<file path="src/rtl/ysyx_25020047_pkg.sv">
// rtl/ysyx_25020047_pkg.sv - shared LSU op encodings, state enum and constants
package ysyx_25020047_pkg;

  typedef enum logic [1:0] {
    OP_LW  = 2'b00,
    OP_LBU = 2'b01,
    OP_SW  = 2'b10,
    OP_SB  = 2'b11
  } op_e;

  typedef enum logic [1:0] {
    S_IDLE = 2'd0,
    S_REQ  = 2'd1,
    S_RESP = 2'd2
  } lsu_state_e;

  localparam int unsigned DEFAULT_TIMEOUT = 255;

  // Stores are the ops with the top encoding bit set.
  function automatic logic is_store(input op_e op);
    return op[1];
  endfunction

  // Only word ops carry an alignment constraint; byte ops are always legal.
  function automatic logic is_misaligned(input op_e op, input logic [1:0] lo);
    return ((op == OP_LW) || (op == OP_SW)) && (lo != 2'b00);
  endfunction

endpackage

</file>
<file path="src/rtl/ysyx_25020047_lsu_lane.sv">
// rtl/ysyx_25020047_lsu_lane.sv - byte-lane mask, store replication and load extraction
module ysyx_25020047_lsu_lane
  import ysyx_25020047_pkg::*;
(
  input  op_e         op_i,
  input  logic [1:0]  addr_lo_i,
  input  logic [31:0] wdata_i,
  input  logic [31:0] rdata_i,
  output logic [3:0]  wmask_o,
  output logic [31:0] wdata_o,
  output logic [31:0] load_data_o
);

  // Byte stores replicate the low byte so any lane selected by the mask sees it.
  always_comb begin
    wmask_o     = 4'b0000;
    wdata_o     = wdata_i;
    load_data_o = rdata_i;
    case (op_i)
      OP_SW:  wmask_o = 4'hF;
      OP_SB: begin
        wmask_o = 4'b0001 << addr_lo_i;
        wdata_o = {4{wdata_i[7:0]}};
      end
      OP_LBU: load_data_o = {24'b0, rdata_i[{addr_lo_i, 3'b000} +: 8]};
      default: load_data_o = rdata_i;
    endcase
  end

endmodule

</file>
<file path="src/rtl/ysyx_25020047_lsu_ctrl.sv">
// rtl/ysyx_25020047_lsu_ctrl.sv - multi-cycle load/store sequencer with response watchdog
module ysyx_25020047_lsu_ctrl
  import ysyx_25020047_pkg::*;
#(
  parameter int unsigned TIMEOUT = DEFAULT_TIMEOUT
) (
  input  logic        clk,
  input  logic        rst_n,
  input  logic        ex_valid,
  output logic        ex_ready,
  input  logic [1:0]  ex_op,
  input  logic [31:0] ex_addr,
  input  logic [31:0] ex_wdata,
  input  logic [4:0]  ex_rd,
  output logic        mem_req,
  output logic        mem_we,
  output logic [31:0] mem_addr,
  output logic [31:0] mem_wdata,
  output logic [3:0]  mem_wmask,
  input  logic        mem_ack,
  input  logic [31:0] mem_rdata,
  output logic        wb_valid,
  output logic [4:0]  wb_rd,
  output logic [31:0] wb_data,
  output logic        st_done,
  output logic        err,
  output logic        busy
);

  localparam logic [7:0] LAST_WAIT = 8'(TIMEOUT - 1);

  lsu_state_e  state_q, state_d;
  logic [7:0]  cnt_q, cnt_d;
  op_e         op_q, op_d;
  logic [31:0] addr_q, addr_d;
  logic [31:0] wdata_q, wdata_d;
  logic [4:0]  rd_q, rd_d;
  logic        err_q, err_d;
  logic [4:0]  wb_rd_q, wb_rd_d;
  logic [31:0] wb_data_q, wb_data_d;

  logic [31:0] lane_load;

  ysyx_25020047_lsu_lane u_lane (
    .op_i        (op_q),
    .addr_lo_i   (addr_q[1:0]),
    .wdata_i     (wdata_q),
    .rdata_i     (mem_rdata),
    .wmask_o     (mem_wmask),
    .wdata_o     (mem_wdata),
    .load_data_o (lane_load)
  );

  // State, watchdog counter and captured op; reset aborts any in-flight request.
  always_ff @(posedge clk or negedge rst_n) begin
    if (!rst_n) begin
      state_q   <= S_IDLE;
      cnt_q     <= 8'd0;
      op_q      <= OP_LW;
      addr_q    <= 32'd0;
      wdata_q   <= 32'd0;
      rd_q      <= 5'd0;
      err_q     <= 1'b0;
      wb_rd_q   <= 5'd0;
      wb_data_q <= 32'd0;
    end else begin
      state_q   <= state_d;
      cnt_q     <= cnt_d;
      op_q      <= op_d;
      addr_q    <= addr_d;
      wdata_q   <= wdata_d;
      rd_q      <= rd_d;
      err_q     <= err_d;
      wb_rd_q   <= wb_rd_d;
      wb_data_q <= wb_data_d;
    end
  end

  // Next-state: accept in IDLE, wait for ack or watchdog in REQ, one pulse in RESP.
  always_comb begin
    state_d   = state_q;
    cnt_d     = cnt_q;
    op_d      = op_q;
    addr_d    = addr_q;
    wdata_d   = wdata_q;
    rd_d      = rd_q;
    err_d     = err_q;
    wb_rd_d   = wb_rd_q;
    wb_data_d = wb_data_q;
    case (state_q)
      S_IDLE: begin
        if (ex_valid) begin
          op_d    = op_e'(ex_op);
          addr_d  = ex_addr;
          wdata_d = ex_wdata;
          rd_d    = ex_rd;
          cnt_d   = 8'd0;
          if (is_misaligned(op_e'(ex_op), ex_addr[1:0])) begin
            err_d   = 1'b1;
            state_d = S_RESP;
          end else begin
            err_d   = 1'b0;
            state_d = S_REQ;
          end
        end
      end
      S_REQ: begin
        // An ack in the final allowed cycle is checked first, so it beats the watchdog.
        if (mem_ack) begin
          if (!is_store(op_q)) begin
            wb_rd_d   = rd_q;
            wb_data_d = lane_load;
          end
          cnt_d   = 8'd0;
          state_d = S_RESP;
        end else if (cnt_q == LAST_WAIT) begin
          err_d   = 1'b1;
          cnt_d   = 8'd0;
          state_d = S_RESP;
        end else begin
          cnt_d = cnt_q + 8'd1;
        end
      end
      S_RESP: begin
        err_d   = 1'b0;
        state_d = S_IDLE;
      end
      default: begin
        err_d   = 1'b0;
        cnt_d   = 8'd0;
        state_d = S_IDLE;
      end
    endcase
  end

  assign ex_ready = (state_q == S_IDLE);
  assign busy     = (state_q != S_IDLE);
  assign mem_req  = (state_q == S_REQ);
  assign mem_we   = is_store(op_q);
  assign mem_addr = {addr_q[31:2], 2'b00};
  assign wb_rd    = wb_rd_q;
  assign wb_data  = wb_data_q;
  assign wb_valid = (state_q == S_RESP) && !err_q && !is_store(op_q);
  assign st_done  = (state_q == S_RESP) && !err_q && is_store(op_q);
  assign err      = (state_q == S_RESP) && err_q;

endmodule

</file>
<file path="config.mk">
export PLATFORM = sky130hd
export DESIGN_NAME = ysyx_25020047_lsu_ctrl
export DESIGN_NICKNAME = d
export VERILOG_FILES = /design/src/rtl/ysyx_25020047_pkg.sv /design/src/rtl/ysyx_25020047_lsu_lane.sv /design/src/rtl/ysyx_25020047_lsu_ctrl.sv
export SDC_FILE = /design/constraint.sdc
export NUM_CORES = 1
export LEC_CHECK = 0
export ABC_CLOCK_PERIOD_IN_PS = 3600
export BUFFER_PORTS_ARGS = -buffer_cell sky130_fd_sc_hd__buf_2
export CORE_ASPECT_RATIO = 1.4
export CORE_MARGIN = 8
export CORE_UTILIZATION = 50
export CTS_CLUSTER_SIZE = 28
export DETAILED_ROUTE_END_ITERATION = 10
export PLACE_DENSITY = 0.91
export SYNTH_ARGS = -nofsm -noshare
export SYNTH_HDL_FRONTEND = slang
export SYNTH_SLANG_ARGS = --single-unit
</file>
<file path="constraint.sdc">
create_clock -name clk -period 3.6 [get_ports clk]
set_clock_uncertainty 0.2 [all_clocks]
set_input_delay 0.72 -clock clk [delete_from_list [all_inputs] [get_ports clk]]
set_output_delay 0.72 -clock clk [all_outputs]
set_load 0.01 [all_outputs]
</file>
# After elaboration in Yosys (flattened, before gate mapping)
# Index checks and enable logic that the tools add are counted.
# word_totals
word_cells,59
ff_bits,119
# op_classes
add_sub_neg,1
n_mux,17
n_eq_ne,11
shift,2
n_bitwise,2
reduce_logical,17
# ops
op,n
$mux 32,2
$shiftx 32x6->8,1
$mux 8,3
$pmux 8 s3,1
$add 8x1->8 const B,1
$eq 2x2->1 const B,4
$eq 8x8->1 const B,1
$mux 2,4
$pmux 4 s2,1
$reduce_and 2->1,3
$reduce_and 3->1,2
$logic_and 1x1->1,5
$eq 2x1->1 const B,2
$logic_not 2->1,2
$mux 1,4
$ne 2x2->1 const B,2
$pmux 2 s2,1
$reduce_bool 2->1,2
$shl 1x2->4 const A,1
$ne 3x1->1 const B,1
$logic_not 1->1,2
$ne 2x1->1 const B,1
$not 1->1,2
$pmux 1 s2,1
$logic_or 1x1->1,1

# Depth between registers and ports, before layout
# Gate-level depths: netlist (run 1).
# logic_depth
ltp_word,6
ltp_mapped,7
depth_no_buf,6

# Hierarchy
# From an unflattened synthesis (run 1), not the netlist that was laid out.
# unflattened
hier_cells,459
area_unflattened_um2,5916.9
# modules_own_cells
module,cells_per_inst,area_each_um2,seq_area_each_um2,n_inst
ysyx_25020047_lsu_ctrl,331,5052.3,2977.9,1
ysyx_25020047_lsu_lane,128,864.6,0.0,1

# Worst setup path after synthesis (run 1)
# No wires, ideal clock.
# synth_path
path_type,reg2out
from,register op_q[1]
to,output port st_done
t_arrival_ps,1192
slack_ps,1488
t_required_ps,2680
stages_incl_launch_ff,3
n_path_buf,1
cell_sequence,dfrtp_1 clkbuf_1 nor4bb_1
# synth_between
elab_chain_cells,1
# synth_lines
element,line,rtl
"start, declared",ysyx_25020047_lsu_ctrl.sv:34,"op_e op_q, op_d;"
"start signal, assigned",ysyx_25020047_lsu_ctrl.sv:69,op_q <= op_d;
$logic_and 1x1->1,ysyx_25020047_lsu_ctrl.sv:144,assign st_done = (state_q == S_RESP) && !err_q && is_store(op_q);
"end, declared",ysyx_25020047_lsu_ctrl.sv:25,"output logic st_done,"
# Every way passes these cells.

# Worst setup path in the final report (run 1)
# layout_path
from,register op_q[0]
to,output port mem_wmask[2]
# layout_between
elab_chain_cells,2
# layout_lines
element,line,rtl
$eq 2x2->1,ysyx_25020047_lsu_lane.sv:19,case (op_i)
$pmux 4 s2 *,ysyx_25020047_lsu_lane.sv:19,
"end, declared",ysyx_25020047_lsu_ctrl.sv:19,"output logic [3:0] mem_wmask,"
# Every way passes the cells marked *; elsewhere a longest branch is shown, timed or not.

==> results of run 1 <==
[per-stage QoR]
step | power, mW | hold WS [ps] | cells | setup slack [ps] | utilization, %
4_1_cts | 6.78 | 216 | 820 | 517 | 65.3
3_3_place_gp | 4.84 | 245 | 788 | 1020 | 59.5
2_1_floorplan | 4.14 | 224 | 491 | 1490 | -
3_5_place_dp | 4.97 | 256 | 788 | 941 | 59.5
6_report | 6.71 | 195 | 820 | 529 | 65.3
5_1_grt | 7.10 | 252 | 820 | 335 | 65.3
[routing by layer]
layer | wire (um) | global-route usage, % | part of all wire (%) | vias to the layer above
li1 | - | - | - | 2014
met1 | 5600 | 21.4 | 37 | 2133
met2 | 7910 | 35.6 | 52 | 221
met3 | 1270 | 8.26 | 8.4 | 25
met4 | 367 | 7.24 | 2.4 | 0
met5 | 0 | 0 | 0 | -
[flip-flops by register name (all words and copies together), names as in the netlist]
name / count
addr_q: 32
wb_data: 32
op_q: 2
wdata_q: 32
state_q: 2
err_q: 1
rd_q: 5
wb_rd: 5
cnt_q: 8
[worst register-to-register path: cells and delay by family (launching register included)]
family	cells	cell delay [ps]
compound gates	2	860
buf+inv	1	200
flops	1	420
simple gates	2	670
[placed cells by master, fill, tap and decap left out, types with 6 or more instances in the layout]
cell type | Yosys | layout
sky130_fd_sc_hd__a21o_1 | 26 | 26
sky130_fd_sc_hd__dfrtp_1 | 119 | 119
sky130_fd_sc_hd__buf_4 | 40 | 7
sky130_fd_sc_hd__a22o_1 | 8 | 8
sky130_fd_sc_hd__a21oi_1 | 6 | 6
sky130_fd_sc_hd__a221oi_1 | 8 | 8
sky130_fd_sc_hd__mux2_2 | 78 | 78
sky130_fd_sc_hd__nor2_1 | 19 | 19
sky130_fd_sc_hd__nand2_1 | 72 | 72
sky130_fd_sc_hd__and3_1 | 9 | 9
sky130_fd_sc_hd__nand3_1 | 30 | 30
sky130_fd_sc_hd__clkbuf_16 | 0 | 17
sky130_fd_sc_hd__buf_2 | 14 | 215
[worst paths after layout]
kind	from	to	slack, ps	depth (start not counted)
worst max register to register	op_q[1]	wb_data[3]	1120	5
min in group clk	wb_data[28]	wb_data[28]	260	2
worst min register to register	wb_data[28]	wb_data[28]	260	2
worst min-delay path	rst_n	addr_q[17]	200	1
max in group asynchronous	rst_n	wdata_q[1]	2210	2
worst max-delay path	op_q[0]	mem_wmask[2]	530	3
[kinds of logic (layout without fill, tap and decap cells)]
kind of cell / Yosys count / count (layout) / synth area share [%]
mux: 78 / 78 / 15.9
other cells: 1 / 2 / 0.0679
flops: 119 / 119 / 53.9
simple gates: 153 / 153 / 12.8
buf+inv: 72 / 260 / 7.93
fa+ha+maj: 2 / 2 / 0.453
compound gates: 65 / 65 / 8.86
[layout make-up]
class / instances / area [um2] / area share, %
Multi-Input combinational cell: 300 / 2110 / 29.9
Tap cell: 141 / 176 / 2.50
Clock buffer: 20 / 457 / 6.46
Sequential cell: 119 / 2980 / 42.2
Timing Repair Buffer: 223 / 1150 / 16.3
Clock inverter: 12 / 175 / 2.48
Inverter: 5 / 18.8 / 0.266
[power breakdown]
part	internal [mW]	switching, mW	total (mW)
sequential	1.94	0.393	2.33
combinational	1.23	1.36	2.59
clock	1.19	0.595	1.79
==> run summary, run 1 <==
RUN STATUS
--------------------------------------------------------------------------------------------------
Outcome                                                                                  completed

CELLS AND AREA
--------------------------------------------------------------------------------------------------
Post-route cell area                                                                      7060 um2
Ratio of cells with drive above 1 in the final layout                                        49.5%
Final-layout fill cell count                                                                   838
Antenna cells                                                                                    0
Area growth syn-to-layout                                                                    27.9%
Number of nets in the layout                                                                   775

SYNTHESIS
--------------------------------------------------------------------------------------------------
Cell types occupying the most area after synthesis                                    sky130_fd_sc_hd__dfrtp_1 (54%), sky130_fd_sc_hd__mux2_2 (16%), sky130_fd_sc_hd__buf_4 (5.4%), sky130_fd_sc_hd__nand2_1 (4.9%), sky130_fd_sc_hd__a21o_1 (3.5%)
Dominant cell by count in the synthesized netlist                                     sky130_fd_sc_hd__dfrtp_1
Fraction of the yosys area taken by sequential cells                                         53.9%
Proportion of register bits with asynchronous set or reset after synthesis                    100%
Top cell types by occurrence after synthesis                                          sky130_fd_sc_hd__dfrtp_1 (119), sky130_fd_sc_hd__mux2_2 (78), sky130_fd_sc_hd__nand2_1 (72)
Yosys warns                                                                                      0
Prevailing post-synth register cell                                                   sky130_fd_sc_hd__dfrtp_1
Synth Register Bits                                                                            119
Synthesized netlist cell count                                                                 490
Combined area of all synthesized cells                                                    5520 um2
Number of synthesized flops with an enable pin                                                   0
Yosys top cell by area                                                                sky130_fd_sc_hd__dfrtp_1
Synthesized area per cell                                                                 11.3 um2
Top-area cell type share of the netlist area                                                 53.9%
Number of distinct library cell variants in the gate-level netlist after synthesis              43

FLOORPLAN
--------------------------------------------------------------------------------------------------
Row count                                                                                       45
Overall die width                                                                           105 um
Total I/O pin count                                                                            219
Placeable Area                                                                           10800 um2
Die outline height                                                                          140 um
Initial Util                                                                                 51.1%
Die area                                                                                 14700 um2

CRITICAL PATH
--------------------------------------------------------------------------------------------------
Number of buffer and inverter stages on the critical path                                        2
Chain of cells forming the critical path                                              clkinv_1 > o21a_1 > buf_2
Required @ worst endpoint                                                                  2680 ps
Category of the worst setup path launch point                                                 flop
Type of element capturing the critical path                                            output port
Maximum fanout along the worst path                                                             26
Slowest library cell on the worst path                                                sky130_fd_sc_hd__clkinv_1
Path type of the worst setup path                                                     flop to output port
Endpoint arrival time on the critical path                                                 2150 ps
CP peak stage delay                                                                         680 ps
Top cell family by delay on the critical path                                         buffers and inverters

TIMING
--------------------------------------------------------------------------------------------------
Final setup vio count                                                                            0
Final count of pins violating max slew                                                           0
Sum of negative setup slack                                                                   0 ps
Endpoints failing hold                                                                           0
RSZ-0062 raised after global routing                                                            no
Pin slew with the least headroom to its limit                                               789 ps
Minimum clock period after layout                                                          3070 ps
Share of the clock period used by the worst path after layout                                85.3%
Maximum clock rate                                                                       0.326 GHz
Remaining max-slew budget at the tightest pin                                                47.4%

ROUTE
--------------------------------------------------------------------------------------------------
Remaining design rule violation count                                                            0
Routed wire length                                                                        15100 um
1st-iter DRT viols                                                                             188
Total number of vias                                                                          4393
Post-DR vias/cell                                                                             5.36
Count of antenna-violating nets left after detailed routing                                      0
Wire per inst                                                                              18.5 um
Total iterations of the first detailed-routing run                                               4

PWR
--------------------------------------------------------------------------------------------------
VDD IR max                                                                                0.618 mV
Leakage                                                                                    3.67 nW
Total power per unit cell area                                                          950 nW/um2

PLACED DESIGN
--------------------------------------------------------------------------------------------------
Input/output buffers                                                                           216
Placed cell area                                                                          6430 um2
Last weighted congestion value of the routability-driven placer                              0.871
DP HPWL                                                                                   11300 um

CLOCK TREE
--------------------------------------------------------------------------------------------------
Clock Path Buffers                                                                               2
Number of hold buffers added after cts                                                           0
Clock transition time at the flip-flop clock pins of the worst setup and hold paths          50 ps
Post-cts resize count                                                                            0
Insertion delay to the later sink of the worst-skew pair                                    410 ps
CTS H-tree lvls                                                                                  4
Clock Sink Count                                                                               119
Library cell used as clock root buffer                                                sky130_fd_sc_hd__clkbuf_16
Number of clock buffers inserted by TritonCTS                                                   17
Number of setup buffers added after CTS                                                          0
Clock tree from TritonCTS                                                                     done

GLOBAL ROUTING
--------------------------------------------------------------------------------------------------
Total overflow reported by the global router                                                     0
Initial antenna violation count                                                                  0
Aggregate global-route resource usage                                                        20.3%
Global-route wire length before repair                                                    24000 um
Largest net degree at the start of global routing                                               62
Number of global-route vias before repair                                                     4761

HOLD PATH
--------------------------------------------------------------------------------------------------
Path type of the worst min-delay path                                                 input pin to async pin

JOB
--------------------------------------------------------------------------------------------------
MaxCap Viol Count                                                                                0

Power figures use the tool's default switching activity.
==> run 2, diff against run 1 <==
- REMOVE_ABC_BUFFERS: not set -> 1
==> run 2 against run 1 <==
  * Core utilization shrank 0.58 points
  * Flip-flop and latch count is the same
  * Maximum frequency shrank 2.0%
  * Die area is the same
  * Combinational power is essentially flat
  * Cell count shrank 0.24%
  * Sequential share of layout area grew 0.38 points
  * Critical endpoint is now mem_wdata[31]
==> run summary, run 2 (synthesis gave the netlist of run 1 again) <==
CRITICAL PATH
--------------------------------------------------------------------------------------------------
CP peak stage delay                                                                         680 ps
Reg2Reg Launch Point                                                                    state_q[0]
Chain of cells forming the critical path                                              nand2_1 > a21o_1 > buf_2
Endpoint arrival time on the critical path                                                 2220 ps
Number of buffer and inverter stages on the critical path                                        1
Reg2reg setup slack                                                                        1280 ps
Category of the worst setup path launch point                                                 flop
Top cell family by delay on the critical path                                         simple AND/OR/NAND/NOR gates
Maximum fanout along the worst path                                                             24
Slowest library cell on the worst path                                                sky130_fd_sc_hd__nand2_1
Path type of the worst setup path                                                     flop to output port
Required @ worst endpoint                                                                  2680 ps
Type of element capturing the critical path                                            output port
Start point of the critical path                                                           op_q[0]

FLOORPLAN
--------------------------------------------------------------------------------------------------
Total I/O pin count                                                                            219
Row count                                                                                       45
Initial Util                                                                                 51.1%
Die outline height                                                                          140 um
Overall die width                                                                           105 um
Placeable Area                                                                           10800 um2
Die area                                                                                 14700 um2

CLOCK TREE
--------------------------------------------------------------------------------------------------
Post-cts resize count                                                                            0
Number of clock buffers inserted by TritonCTS                                                   17
Number of setup buffers added after CTS                                                          0
Insertion delay to the later sink of the worst-skew pair                                    400 ps
Clock transition time at the flip-flop clock pins of the worst setup and hold paths          50 ps
Clock Sink Count                                                                               119
Clock Path Buffers                                                                               2
CTS H-tree lvls                                                                                  4
Library cell used as clock root buffer                                                sky130_fd_sc_hd__clkbuf_16
Clock tree from TritonCTS                                                                     done
Number of hold buffers added after cts                                                           0

TIMING
--------------------------------------------------------------------------------------------------
Pin slew with the least headroom to its limit                                               970 ps
Endpoints failing hold                                                                           0
Maximum clock rate                                                                       0.319 GHz
Sum of negative setup slack                                                                   0 ps
Final setup vio count                                                                            0
Share of the clock period used by the worst path after layout                                87.1%
RSZ-0062 raised after global routing                                                            no
Final count of pins violating max slew                                                           0
Remaining max-slew budget at the tightest pin                                                35.3%
Minimum clock period after layout                                                          3140 ps
Slack of the critical path                                                                  464 ps

GLOBAL ROUTING
--------------------------------------------------------------------------------------------------
Number of global-route vias before repair                                                     4864
Largest net degree at the start of global routing                                               74
Aggregate global-route resource usage                                                        20.4%
Total overflow reported by the global router                                                     0
Global-route wire length before repair                                                    24300 um
Initial antenna violation count                                                                  0

CELLS AND AREA
--------------------------------------------------------------------------------------------------
Most frequent cells in the layout                                                     sky130_fd_sc_hd__buf_2 (215), sky130_fd_sc_hd__dfrtp_1 (119), sky130_fd_sc_hd__mux2_2 (78)
Final core utilization                                                                       64.8%
Area growth syn-to-layout                                                                    26.8%
Antenna cells                                                                                    0
Ratio of cells with drive above 1 in the final layout                                        49.3%
Number of nets in the layout                                                                   776
Commonest non-fill, non-tap cell in the layout                                        sky130_fd_sc_hd__buf_2
Non-filler cells in the finished layout                                                        818

RUN STATUS
--------------------------------------------------------------------------------------------------
Outcome                                                                                  completed

PWR
--------------------------------------------------------------------------------------------------
VDD IR max                                                                                0.502 mV
Total power per unit cell area                                                          937 nW/um2
Leakage                                                                                    3.65 nW

PLACED DESIGN
--------------------------------------------------------------------------------------------------
Number of cells after detailed placement                                                       789
Input/output buffers                                                                           216
Worst slack at placement                                                                    898 ps
Last weighted congestion value of the routability-driven placer                              0.906
DP HPWL                                                                                   11200 um

ROUTE
--------------------------------------------------------------------------------------------------
Post-DR vias/cell                                                                             5.43
Wire per inst                                                                              18.4 um
Count of antenna-violating nets left after detailed routing                                      0
Total iterations of the first detailed-routing run                                               4
Routed wire length                                                                        15100 um
1st-iter DRT viols                                                                             212
Remaining design rule violation count                                                            0
Total number of vias                                                                          4440

HOLD PATH
--------------------------------------------------------------------------------------------------
Path type of the worst min-delay path                                                 input pin to async pin

JOB
--------------------------------------------------------------------------------------------------
MaxCap Viol Count                                                                                0

## run 2: changes by cell type in the layout (fill, tap and decap cells not counted), sizes merged
cell / delta
buf: +1
bufinv: -2
clkinvlp: -1
## run 2: final cells by class
type / count / area [um2]
fillers: 818 / 3810
flip-flops and latches: 119 / 2980
multi-input cells: 300 / 2110
repair buffers: 224 / 1160
clock buffers: 20 / 457
well taps: 141 / 176
clock inverters: 9 / 104
inverters: 5 / 18.8
## run 2: worst paths after layout
path	endpoint	cells past startpoint
setup / recovery	mem_wdata[31]	3
min in group clk	wb_data[14]	2
hold reg to reg	wb_data[14]	2
max in group asynchronous	addr_q[21]	2
setup reg to reg	wdata_q[19]	3
hold / removal	wb_data[16]	1
## run 2: report_power, final
| part | internal (mW) | switching (mW) | total, mW |
|---|---|---|---|
| clock | 1.04 | 0.560 | 1.60 |
| sequential | 1.94 | 0.438 | 2.38 |
| combinational | 1.24 | 1.34 | 2.59 |
| total | 4.22 | 2.34 | 6.56 |
## run 2: through the flow
step	hold slack [ps]	instance area, um2	total power, mW
after global routing	246	7000	6.94
after detailed placement	259	6440	4.99
after global placement	243	6440	4.87
final	199	7000	6.56
after floorplan	224	5110	3.80
after CTS	219	7000	6.63
## run 2: per-layer routing
metal  routed length [um]  share of wire [%]  track usage, %
met1                 5650                 38            21.2
met5                    0                  0               0
met3                 1540                 10            9.14
met2                 7530                 50            35.1
met4                  333                2.2            8.07
==> run 3, diff against run 2 <==
- CORE_MARGIN: 8 -> 1.5
==> run 3 against run 2 <==
  * Count of clock-buffer cells in the layout rose by 4
  * Cell area rose by 1.2%
  * Non-clock buffer count fell by 1
  * Cell count rose by 0.24%
  * Power rose by 2.8%
  * Clock power rose by 14%
  * Die area fell by 21%
  * Core utilization rose by 0.79 points
  * Via count fell by 1.9%
  * Flip-flop and latch count did not move
  * Highest routed layer unchanged
==> run summary, run 3 (synthesis gave the netlist of run 1 again) <==
GLOBAL ROUTING
--------------------------------------------------------------------------------------------------
Number of global-route vias before repair                                                     4447
Global-route wire length before repair                                                    21500 um
Initial antenna violation count                                                                  0
Total overflow reported by the global router                                                     0
Aggregate global-route resource usage                                                        24.0%
Largest net degree at the start of global routing                                               66

PLACED DESIGN
--------------------------------------------------------------------------------------------------
Input/output buffers                                                                           216
DP HPWL                                                                                    9880 um
Last weighted congestion value of the routability-driven placer                              0.806

PWR
--------------------------------------------------------------------------------------------------
Sequential Power Share                                                                       35.3%
Fraction of power spent switching nets                                                       34.1%
Pint                                                                                       4.45 mW
Leakage                                                                                    3.69 nW
Total power per unit cell area                                                          952 nW/um2
Portion of total power attributed to the clock network                                       27.1%
Fraction of power consumed by combinational cells                                            37.6%
VDD IR max                                                                                0.483 mV
Net switching power                                                                        2.30 mW

CELLS AND AREA
--------------------------------------------------------------------------------------------------
Area growth syn-to-layout                                                                    28.3%
Antenna cells                                                                                    0
Most frequent cells in the layout                                                     sky130_fd_sc_hd__buf_2 (215), sky130_fd_sc_hd__dfrtp_1 (119), sky130_fd_sc_hd__mux2_2 (78)
Commonest non-fill, non-tap cell in the layout                                        sky130_fd_sc_hd__buf_2
Ratio of cells with drive above 1 in the final layout                                        48.9%
Number of nets in the layout                                                                   775
Final-layout fill cell count                                                                   862

TIMING
--------------------------------------------------------------------------------------------------
Remaining max-slew budget at the tightest pin                                                43.2%
Sum of negative setup slack                                                                   0 ps
Maximum clock rate                                                                       0.328 GHz
Pin slew with the least headroom to its limit                                               850 ps
Final Hold Slack                                                                            163 ps
Endpoints failing hold                                                                           0
Final setup vio count                                                                            0
Share of the clock period used by the worst path after layout                                84.6%
RSZ-0062 raised after global routing                                                            no
Final count of pins violating max slew                                                           0
Minimum clock period after layout                                                          3050 ps

CRITICAL PATH
--------------------------------------------------------------------------------------------------
Chain of cells forming the critical path                                              nand2_1 > a21o_1 > buf_2
Category of the worst setup path launch point                                                 flop
Type of element capturing the critical path                                            output port
Slowest library cell on the worst path                                                sky130_fd_sc_hd__nand2_1
Top cell family by delay on the critical path                                         simple AND/OR/NAND/NOR gates
Reg2Reg Launch Point                                                                       op_q[0]
Number of buffer and inverter stages on the critical path                                        1
Start point of the critical path                                                           op_q[0]
Endpoint arrival time on the critical path                                                 2130 ps
CP peak stage delay                                                                         620 ps
Path type of the worst setup path                                                     flop to output port
Required @ worst endpoint                                                                  2680 ps
Maximum fanout along the worst path                                                             24

CLOCK TREE
--------------------------------------------------------------------------------------------------
Clock Sink Count                                                                               119
Number of setup buffers added after CTS                                                          0
Clock Path Buffers                                                                               2
Library cell used as clock root buffer                                                sky130_fd_sc_hd__clkbuf_16
Number of clock buffers inserted by TritonCTS                                                   17
Number of hold buffers added after cts                                                           0
Clock transition time at the flip-flop clock pins of the worst setup and hold paths          50 ps
Clock tree from TritonCTS                                                                     done
CTS H-tree lvls                                                                                  4
Post-cts resize count                                                                            0
Insertion delay to the later sink of the worst-skew pair                                    400 ps

FLOORPLAN
--------------------------------------------------------------------------------------------------
Placeable Area                                                                           10800 um2
Overall die width                                                                          91.8 um
Initial Util                                                                                 51.1%
Row count                                                                                       45
Die area                                                                                 11700 um2
Die outline height                                                                          127 um
Total I/O pin count                                                                            219

RUN STATUS
--------------------------------------------------------------------------------------------------
Outcome                                                                                  completed

ROUTE
--------------------------------------------------------------------------------------------------
Remaining design rule violation count                                                            0
Total iterations of the first detailed-routing run                                               4
Post-DR vias/cell                                                                             5.31
1st-iter DRT viols                                                                             231
Total number of vias                                                                          4355
Routed wire length                                                                        13700 um
Wire per inst                                                                              16.7 um
Count of antenna-violating nets left after detailed routing                                      0

HOLD PATH
--------------------------------------------------------------------------------------------------
Path type of the worst min-delay path                                                 input pin to async pin

JOB
--------------------------------------------------------------------------------------------------
MaxCap Viol Count                                                                                0

## run 3: layout make-up
type	count	area (um2)	share of cell area, %
clock inverter	8	169	2.38
inverter	5	18.8	0.265
multi-input combinational	300	2110	29.8
tap	141	176	2.49
sequential	119	2980	42.0
timing repair buffer	223	1160	16.4
clock buffer	24	472	6.66
## run 3: path summary, 6_finish.rpt
kind / to / slack, ps / depth (start not counted)
min in group clk: wb_data[31] / 260 / 2
setup reg to reg: wb_data[0] / 1240 / 4
setup / recovery: mem_wdata[12] / 550 / 3
hold reg to reg: wb_data[31] / 260 / 2
hold / removal: wb_data[10] / 160 / 1
max in group asynchronous: rd_q[2] / 2240 / 2
## run 3: through the flow
stage	utilization, %	cell area [um2]	instances	total power, mW	setup slack (ps)
2_1_floorplan	-	5110	424	3.80	411
3_3_place_gp	59.6	6450	788	4.82	1060
3_5_place_dp	59.6	6450	788	4.94	941
4_1_cts	65.6	7090	820	6.80	494
5_1_grt	65.6	7090	820	7.13	339
6_report	65.6	7090	820	6.75	554
## run 3: worst reg2reg max path, stage by stage (launching register included)
cell and delay [ps]:
sky130_fd_sc_hd__dfrtp_1 590, sky130_fd_sc_hd__nor2b_1 580, sky130_fd_sc_hd__o21ai_1 370, sky130_fd_sc_hd__a221oi_1 400, sky130_fd_sc_hd__nor2_1 90
## run 3: metal layers
layer | vias up | wire, um | global-route usage [%]
met2 | 208 | 7090 | 41.5
li1 | 2009 | - | -
met1 | 2108 | 5330 | 27.1
met5 | - | 0 | 0
met3 | 30 | 906 | 6.67
met4 | 0 | 386 | 11.9
## run 3: power by group through the flow
stage | sequential [mW] | clock, mW | combinational [mW]
floorplan | 2.48 | 0 | 1.31
global placement | 2.35 | 0 | 2.46
detailed placement | 2.39 | 0 | 2.55
CTS | 2.38 | 1.86 | 2.56
global route | 2.46 | 1.92 | 2.75
finish | 2.38 | 1.83 | 2.54
